<file path="config.mk">
export PLATFORM = sky130hd
export DESIGN_NAME = fpnew_sdotp_result_fifo
export DESIGN_NICKNAME = d
export VERILOG_FILES = /design/src/rtl/fpnew_sdotp_result_fifo.sv
export SDC_FILE = /design/constraint.sdc
export NUM_CORES = 1
export LEC_CHECK = 0
export ABC_CLOCK_PERIOD_IN_PS = 4000
export BUFFER_PORTS_ARGS = -buffer_cell sky130_fd_sc_hd__buf_2
export CAP_MARGIN = 20
export CORE_UTILIZATION = 38
export DETAILED_ROUTE_END_ITERATION = 10
export PLACE_DENSITY = 0.71
export SLEW_MARGIN = 20
export SYNTH_ARGS = -nofsm -noshare
export SYNTH_HDL_FRONTEND = slang
export SYNTH_SLANG_ARGS = --single-unit
</file>
<file path="constraint.sdc">
create_clock -name clk_i -period 4 [get_ports clk_i]
set_input_delay 1 -clock clk_i [delete_from_list [all_inputs] [get_ports clk_i]]
set_output_delay 1 -clock clk_i [all_outputs]
set_load 0.05 [all_outputs]
</file>
<file path="src/rtl/fpnew_sdotp_result_fifo.sv">
// Result FIFO behind the SDOTP lane: buffers result beats, decouples
// lane back-pressure from the consumer and keeps sticky FP flags.
//
// Ports:
//   clk_i, rst_ni           clock, synchronous active-low reset
//   in_*  / in_valid_i      beat from the SDOTP lane
//   in_ready_o              FIFO not full
//   out_* / out_valid_o     head entry towards the consumer
//   out_ready_i             consumer accepts the head entry
//   flush_i                 drop every stored entry
//   fflags_o, clr_fflags_i  sticky OR of popped status, and its clear
//   count_o, busy_o         occupancy and non-empty indication
module fpnew_sdotp_result_fifo #(
    parameter int unsigned Width   = 64,
    parameter int unsigned Depth   = 2,
    parameter type         TagType = logic,
    parameter type         AuxType = logic
) (
    input  logic                     clk_i,
    input  logic                     rst_ni,
    input  logic [Width-1:0]         in_result_i,
    input  logic [4:0]               in_status_i,
    input  logic                     in_ext_bit_i,
    input  TagType                   in_tag_i,
    input  AuxType                   in_aux_i,
    input  logic                     in_valid_i,
    output logic                     in_ready_o,
    input  logic                     flush_i,
    output logic [Width-1:0]         out_result_o,
    output logic [4:0]               out_status_o,
    output logic                     out_ext_bit_o,
    output TagType                   out_tag_o,
    output AuxType                   out_aux_o,
    output logic                     out_valid_o,
    input  logic                     out_ready_i,
    output logic [4:0]               fflags_o,
    input  logic                     clr_fflags_i,
    output logic [$clog2(Depth):0]   count_o,
    output logic                     busy_o
);

    localparam int unsigned AW = $clog2(Depth);
    localparam int unsigned CW = AW + 1;
    localparam logic [CW-1:0] FULL = CW'(Depth);

    logic [Width-1:0] result_q [Depth];
    logic [4:0]       status_q [Depth];
    logic             ext_q    [Depth];
    TagType           tag_q    [Depth];
    AuxType           aux_q    [Depth];

    logic [AW-1:0] rd_q;
    logic [AW-1:0] wr_q;
    logic [CW-1:0] count_q;
    logic [4:0]    fflags_q;

    logic push;
    logic pop;
    logic pop_acc;

    // Ready/valid depend on the registered count only, so the
    // consumer's ready never reaches the lane combinationally.
    assign in_ready_o  = (count_q != FULL);
    assign out_valid_o = (count_q != '0);
    assign busy_o      = out_valid_o;
    assign count_o     = count_q;
    assign fflags_o    = fflags_q;

    assign push    = in_valid_i && in_ready_o;
    assign pop     = out_valid_o && out_ready_i;
    // A flushed pop is discarded, so its status is not accumulated.
    assign pop_acc = pop && !flush_i;

    assign out_result_o  = result_q[rd_q];
    assign out_status_o  = status_q[rd_q];
    assign out_ext_bit_o = ext_q[rd_q];
    assign out_tag_o     = tag_q[rd_q];
    assign out_aux_o     = aux_q[rd_q];

    // Storage is intentionally not reset.
    always_ff @(posedge clk_i) begin
        if (push) begin
            result_q[wr_q] <= in_result_i;
            status_q[wr_q] <= in_status_i;
            ext_q[wr_q]    <= in_ext_bit_i;
            tag_q[wr_q]    <= in_tag_i;
            aux_q[wr_q]    <= in_aux_i;
        end
    end

    always_ff @(posedge clk_i) begin
        if (!rst_ni) begin
            rd_q    <= '0;
            wr_q    <= '0;
            count_q <= '0;
        end else if (flush_i) begin
            rd_q    <= '0;
            wr_q    <= '0;
            count_q <= '0;
        end else begin
            if (push) begin
                wr_q <= wr_q + AW'(1);
            end
            if (pop) begin
                rd_q <= rd_q + AW'(1);
            end
            unique case ({push, pop})
                2'b10:   count_q <= count_q + CW'(1);
                2'b01:   count_q <= count_q - CW'(1);
                default: count_q <= count_q;
            endcase
        end
    end

    // Clear together with a pop keeps the popped flags.
    always_ff @(posedge clk_i) begin
        if (!rst_ni) begin
            fflags_q <= '0;
        end else if (clr_fflags_i) begin
            fflags_q <= pop_acc ? out_status_o : 5'b0;
        end else if (pop_acc) begin
            fflags_q <= fflags_q | out_status_o;
        end
    end

    a_no_push_full : assert property (
        @(posedge clk_i) disable iff (!rst_ni)
        !(push && count_q == FULL));

    a_count_max : assert property (
        @(posedge clk_i) disable iff (!rst_ni)
        count_q <= FULL);

    a_head_stable : assert property (
        @(posedge clk_i) disable iff (!rst_ni)
        (out_valid_o && !out_ready_i && !flush_i) |=>
        ($stable(out_result_o) && $stable(out_status_o) &&
         $stable(out_ext_bit_o) && $stable(out_tag_o) &&
         $stable(out_aux_o)));

endmodule
</file>
==> impl_metrics.py, run 1 <==
metrics = {
    "pwr": {
        "internal_power_mw": 2.996,
        "powerDensity_nw_per_um2": 540.6,
        "p_leak_nw": 2.799,
        "p_comb_share_pct": 10.8,
        "clkPwrFrac_pct": 41.7,
        "p_sw_uw": 929.5,
        "power.switching_fraction_pct": 23.68,
        "ir_drop_mv": 0.3763,
        "pwr-share-seq_pct": 47.5,
    },
    "route": {
        "via_count": 2982,
        "drc": 0,
        "vias_per_cell": 4.667,
        "dr.first_iter.drc_count": 142,
        "drtPass1Iterations": 4,
        "wirelength_mm": 10.25,
        "wl_per_cell_um": 16.03,
        "postRouteAntennaNets": 0,
    },
    "yosys": {
        "yosys.area_share.simple_pct": 2.006,
        "async_reset_ff_share_pct": 0,
        "ys_ff_latch": 154,
        "ys.warnings.count": 0,
        "synthMuxAreaShare_pct": 14.61,
        "ys_types": 25,
        "synth.top_cells.by_area": "edfxtp_1 76%, mux2_2 13%, dfxtp_1 3.5%",
        "yosys.area_share.xor_xnor_pct": 0.4629,
        "synth_area_um2": 5677,
        "ys_seq_area_share_pct": 79.70,
        "synth.avg_cell_area_um2": 20.79,
        "syn_inst": 273,
        "synth_top_cell_by_area": "edfxtp_1",
        "synth_top_area_share_pct": 76.17,
        "synth_ff_type": "edfxtp_1",
        "synth_fa_ha_area_share_pct": 0.2204,
        "synth_edf_count": 144,
        "synth.net_count": 352,
        "synth_top_family_by_area": "multiplexers",
        "synth_compound_area_share_pct": 1.411,
    },
    "floorplan": {
        "die_h_um": 124.2,
        "die-width_um": 124.2,
        "die-area_um2": 15430,
        "fp-row-count": 44,
        "start_util_pct": 39.06,
        "core_um2": 14530,
        "ios": 160,
    },
    "critical_path": {
        "critPathLaunchType": "flip-flop",
        "crit_type": "reg -> out",
        "critical_path.cell_chain": "mux2_2, buf_2",
        "path_buf_inv": 1,
        "arrival_ns": 2.12,
        "end_kind": "primary output",
        "critPathSlowestCell": "dfxtp_4",
        "worstPathRequired_ns": 3.00,
        "crit_fanout": 72,
        "reg2reg_slack_ns": 1.97,
        "critical_path.max_stage_delay_ns": 0.99,
        "cp_top_family": "flip-flops",
    },
    "status": {
        "outcome": "complete, no violations",
    },
    "timing": {
        "slew_headroom_pct": 31.32,
        "tns_ns": 0,
        "maxSlewViolCount": 0,
        "fin_crit_sh_pct": 77.97,
        "tightest_slew_ns": 1.030,
        "skew_ns": 0.004387,
        "grt_setup_unrepaired": "false",
        "min_period_ns": 3.119,
        "finalHoldViolations": 0,
        "finalWorstSetupSlack_ns": 0.8812,
        "fmax_mhz": 320.6,
        "setup_viol": 0,
    },
    "cts": {
        "cts_resized": 0,
        "cts-root-buf": "clkbuf_16",
        "clk_pin_slew_ns": 0.06,
        "tritoncts": "yes",
        "clk_latency_ns": 0.41,
        "cts_buffer_depth": 2,
        "h-tree-depth": 4,
        "cts_hold_buf": 0,
        "clock-sinks": 154,
        "cts_setup_buffers": 0,
        "cts-buffers-inserted": 17,
    },
    "cells_and_area": {
        "seqCellArea_um2": 4528,
        "final_common_cell": "buf_2",
        "final_nets": 521,
        "multi_input_area_um2": 1067,
        "n_antenna_cell": 0,
        "syn_to_final_growth_pct": 27.93,
        "layout_common_cells": "159 x buf_2, 144 x edfxtp_1, 67 x mux2_2",
        "layout.cells.non_filler": 639,
        "n_fill_cell": 1267,
        "drive_gt1_share_pct": 58.68,
    },
    "placement": {
        "dp_hpwl_mm": 6.453,
        "dp_cells": 607,
        "dp_slack_ns": 1.281,
        "gp_congestion": 0.7572,
        "portBuffers": 159,
    },
    "grt": {
        "antenna_found_initial": 1,
        "grt_pass1_vias": 3233,
        "grt_pass1_wl_mm": 16.14,
        "grt-ovfl-total": 0,
        "grt_max_degree": 73,
        "gr-usage-all-layers_pct": 13.77,
    },
    "job": {
        "cap_violations": 0,
    },
    "min_path": {
        "hold_class": "reg -> reg",
    },
}
==> final cells by class <==
type                    count  share of cell area, %
flip-flops and latches    154                  62.35
clock inverters            14                  2.464
repair buffers            160                  11.23
multi-input cells         106                  14.70
clock buffers              18                  5.910
inverters                   3                 0.1723
well taps                 184                  3.170
==> cell usage after synthesis (2+ instances only) <==
library cell / instances
a21oi_1: 2
a41o_1: 5
and2_1: 5
buf_2: 3
buf_4: 2
buf_6: 4
dfxtp_1: 10
edfxtp_1: 144
inv_1: 3
mux2_2: 67
mux2_4: 5
nand2_1: 2
nor2_1: 3
nor2b_1: 5
o21ai_0: 2
xor2_1: 2
==> worst paths after layout <==
kind	startpoint	cells after the start	end
worst min register to register	rd_q	2	rd_q
worst max register to register	count_o[0]	4	result_q[0][31]
worst min-delay path	rd_q	2	rd_q
worst max-delay path	flip-flop	2	out_result_o[54]
==> sequential cells by signal (all words and copies together) (netlist names), named ones only <==
signal / cells
ext_q: 2
tag_q: 2
wr_q: 1
status_q: 10
aux_q: 2
rd_q: 1
fflags_o: 5
result_q: 128
count_o: 2
==> power groups by stage <==
| stage | Sequential, mW | Clock (mW) | Combinational, mW |
|---|---|---|---|
| 2_1_floorplan | 1.90 | 0 | 0.306 |
| 3_3_place_gp | 1.90 | 0 | 0.418 |
| 3_5_place_dp | 1.90 | 0 | 0.426 |
| 4_1_cts | 1.87 | 1.67 | 0.428 |
| 5_1_grt | 1.87 | 1.73 | 0.443 |
| 6_report | 1.86 | 1.64 | 0.423 |
==> through the flow <==
| step | utilization (%) | instance area, um^2 | hold slack, ns | power, mW |
|---|---|---|---|---|
| finish | 49.97 | 7262 | 0.5131 | 3.926 |
| global route | 49.97 | 7262 | 0.5413 | 4.045 |
| CTS | 49.97 | 7262 | 0.5202 | 3.967 |
| detailed placement | 45.78 | 6654 | 0.4938 | 2.326 |
| global placement | 45.78 | 6654 | 0.4870 | 2.314 |
| floorplan | - | 5677 | 0.4725 | 2.203 |
==> metal layers <==
metal	vias up	GRT usage (%)	wire [um]
li1	1402	-	-
met1	1453	15.78	4416
met2	111	22.65	4995
met3	14	6.078	687
met4	2	5.103	132
met5	-	0	12
==> worst register-to-register path: cells and delay by family (launching register included) <==
| kind | cells | cell delay, ns |
|---|---|---|
| flops | 1 | 0.36 |
| buf+inv | 2 | 0.95 |
| simple gates | 2 | 0.43 |
==> logic make-up after synthesis <==
group / after synthesis
buf+inv: 13
compound gates: 10
mux: 72
simple gates: 20
flops: 154
xor+xnor: 3
fa+ha+maj: 1
(Power assumes the default switching activity.)
==> run 2, diff against run 1 <==
- ABC_CLOCK_PERIOD_IN_PS: 4000 -> 2600
- PLACE_DENSITY: 0.71 -> 0.74
- clock period: 4 -> 2.6 ns (I/O delays scaled with it)
==> impl_metrics.py, run 2 (synthesized netlist as in run 1, its figures left out) <==
metrics = {
    "critical_path": {
        "crit_type": "reg -> out",
        "critical_path.max_stage_delay_ns": 0.37,
        "reg2reg_slack_ns": 0.98,
        "arrival_ns": 1.62,
        "critPathLaunchType": "flip-flop",
        "end_kind": "primary output",
        "r2r-start": "count_o[0]",
        "worstPathRequired_ns": 1.95,
        "critical_path.cell_chain": "buf_12, mux2_2, buf_2",
        "critPathSlowestCell": "dfxtp_4",
        "r2r-end": "result_q[0][36]",
        "crit_fanout": 40,
        "reg2reg_depth": 4,
        "path_buf_inv": 2,
        "cp_top_family": "buffers and inverters",
    },
    "timing": {
        "skew_ns": 0.004466,
        "min_period_ns": 2.265,
        "finalHoldViolations": 0,
        "slew_headroom_pct": 72.40,
        "tns_ns": 0,
        "setup_viol": 0,
        "grt_setup_unrepaired": "false",
        "fmax_mhz": 441.5,
        "fin_crit_sh_pct": 87.12,
        "tightest_slew_ns": 0.4140,
        "maxSlewViolCount": 0,
    },
    "cts": {
        "cts_resized": 0,
        "cts_hold_buf": 0,
        "cts_setup_buffers": 0,
        "cts-root-buf": "clkbuf_16",
        "cts-buffers-inserted": 17,
        "tritoncts": "yes",
        "cts_buffer_depth": 2,
        "clk_latency_ns": 0.41,
        "h-tree-depth": 4,
        "clk_pin_slew_ns": 0.06,
        "clock-sinks": 154,
    },
    "grt": {
        "antenna_found_initial": 1,
        "grt_pass1_wl_mm": 15.86,
        "gr-usage-all-layers_pct": 13.52,
        "grt-ovfl-total": 0,
        "grt_pass1_vias": 3103,
        "grt_max_degree": 73,
    },
    "placement": {
        "gp_congestion": 0.7536,
        "portBuffers": 159,
        "dp_hpwl_mm": 6.477,
    },
    "floorplan": {
        "die-area_um2": 15430,
        "start_util_pct": 39.06,
        "core_um2": 14530,
        "fp-row-count": 44,
        "die_h_um": 124.2,
        "ios": 160,
        "die-width_um": 124.2,
    },
    "min_path": {
        "whs_path_depth": 1,
        "min_to": "result_q[1][8]",
        "hold_class": "in -> reg",
        "hp-start": "in_result_i[8]",
    },
    "pwr": {
        "ir_drop_mv": 0.4683,
        "p_leak_nw": 2.800,
        "powerDensity_nw_per_um2": 800.5,
    },
    "route": {
        "dr.first_iter.drc_count": 131,
        "wirelength_mm": 10.02,
        "drc": 0,
        "via_count": 2988,
        "wl_per_cell_um": 15.61,
        "vias_per_cell": 4.654,
        "postRouteAntennaNets": 0,
        "drtPass1Iterations": 4,
    },
    "cells_and_area": {
        "n_antenna_cell": 0,
        "layout_common_cells": "159 x buf_2, 144 x edfxtp_1, 67 x mux2_2",
        "drive_gt1_share_pct": 58.73,
        "largest_reg_flops": 128,
        "seqCellArea_um2": 4529,
        "n_fill_cell": 1228,
        "final_common_cell": "buf_2",
        "final_nets": 524,
        "utilization_pct": 50.12,
        "syn_to_final_growth_pct": 28.32,
        "largest_register": "result_q",
        "multi_input_area_um2": 1075,
    },
    "status": {
        "outcome": "complete, no violations",
    },
    "job": {
        "cap_violations": 0,
    },
}
==> run 2: changes by cell type in the layout (fill, tap and decap cells not counted), sizes merged <==
cell,previous run,this run
bufinv,4,2
inv,2,3
buf,160,163
clkinv,9,10
==> run 2: worst max-delay path by stage <==
stage / cells past startpoint / end / slack [ns]
finish: 3 / out_result_o[32] / 0.33
global route: 3 / out_result_o[32] / 0.26
CTS: 3 / out_result_o[32] / 0.31
detailed placement: 6 / count_o[1] / 0.73
global placement: 6 / count_o[1] / 0.74
floorplan: 2 / aux_q[1] / 0.13
==> run 2: layer usage <==
| layer | routed length, um | share of wire [%] | GRT usage [%] | vias up |
|---|---|---|---|---|
| li1 | - | - | - | 1416 |
| met1 | 4265 | 43 | 15.80 | 1453 |
| met2 | 4945 | 49 | 22.03 | 108 |
| met3 | 699 | 7.0 | 5.905 | 9 |
| met4 | 100 | 1.0 | 4.819 | 2 |
| met5 | 10 | 0.10 | 0 | - |
==> run 2: metrics by stage <==
step / power, mW / cell area [um^2] / setup WS (ns) / cells / hold slack [ns]
after detailed placement: 3.579 / 6725 / 0.7317 / 610 / 0.5144
after global placement: 3.561 / 6725 / 0.7446 / 610 / 0.5013
after CTS: 5.905 / 7284 / 0.3054 / 642 / 0.4022
final: 5.831 / 7284 / 0.3348 / 642 / 0.4279
after floorplan: 3.389 / 5690 / 0.1282 / 273 / 0.4725
after global routing: 6.047 / 7284 / 0.2572 / 642 / 0.3961
==> run 2: report_power, final <==
group / internal [mW] / leakage, nW / switching [mW]
clock network: 1.40 / 0.276 / 0.912
logic: 0.189 / 1.09 / 0.473
registers: 2.83 / 1.43 / 0.0264
total: 4.42 / 2.80 / 1.41
==> run 2: cell type report <==
type | count | share of cell area, %
Sequential cell | 154 | 62.18
Multi-Input combinational cell | 106 | 14.75
Inverter | 3 | 0.2061
Clock inverter | 14 | 1.786
Timing Repair Buffer | 163 | 12.02
Tap cell | 184 | 3.160
Clock buffer | 18 | 5.891
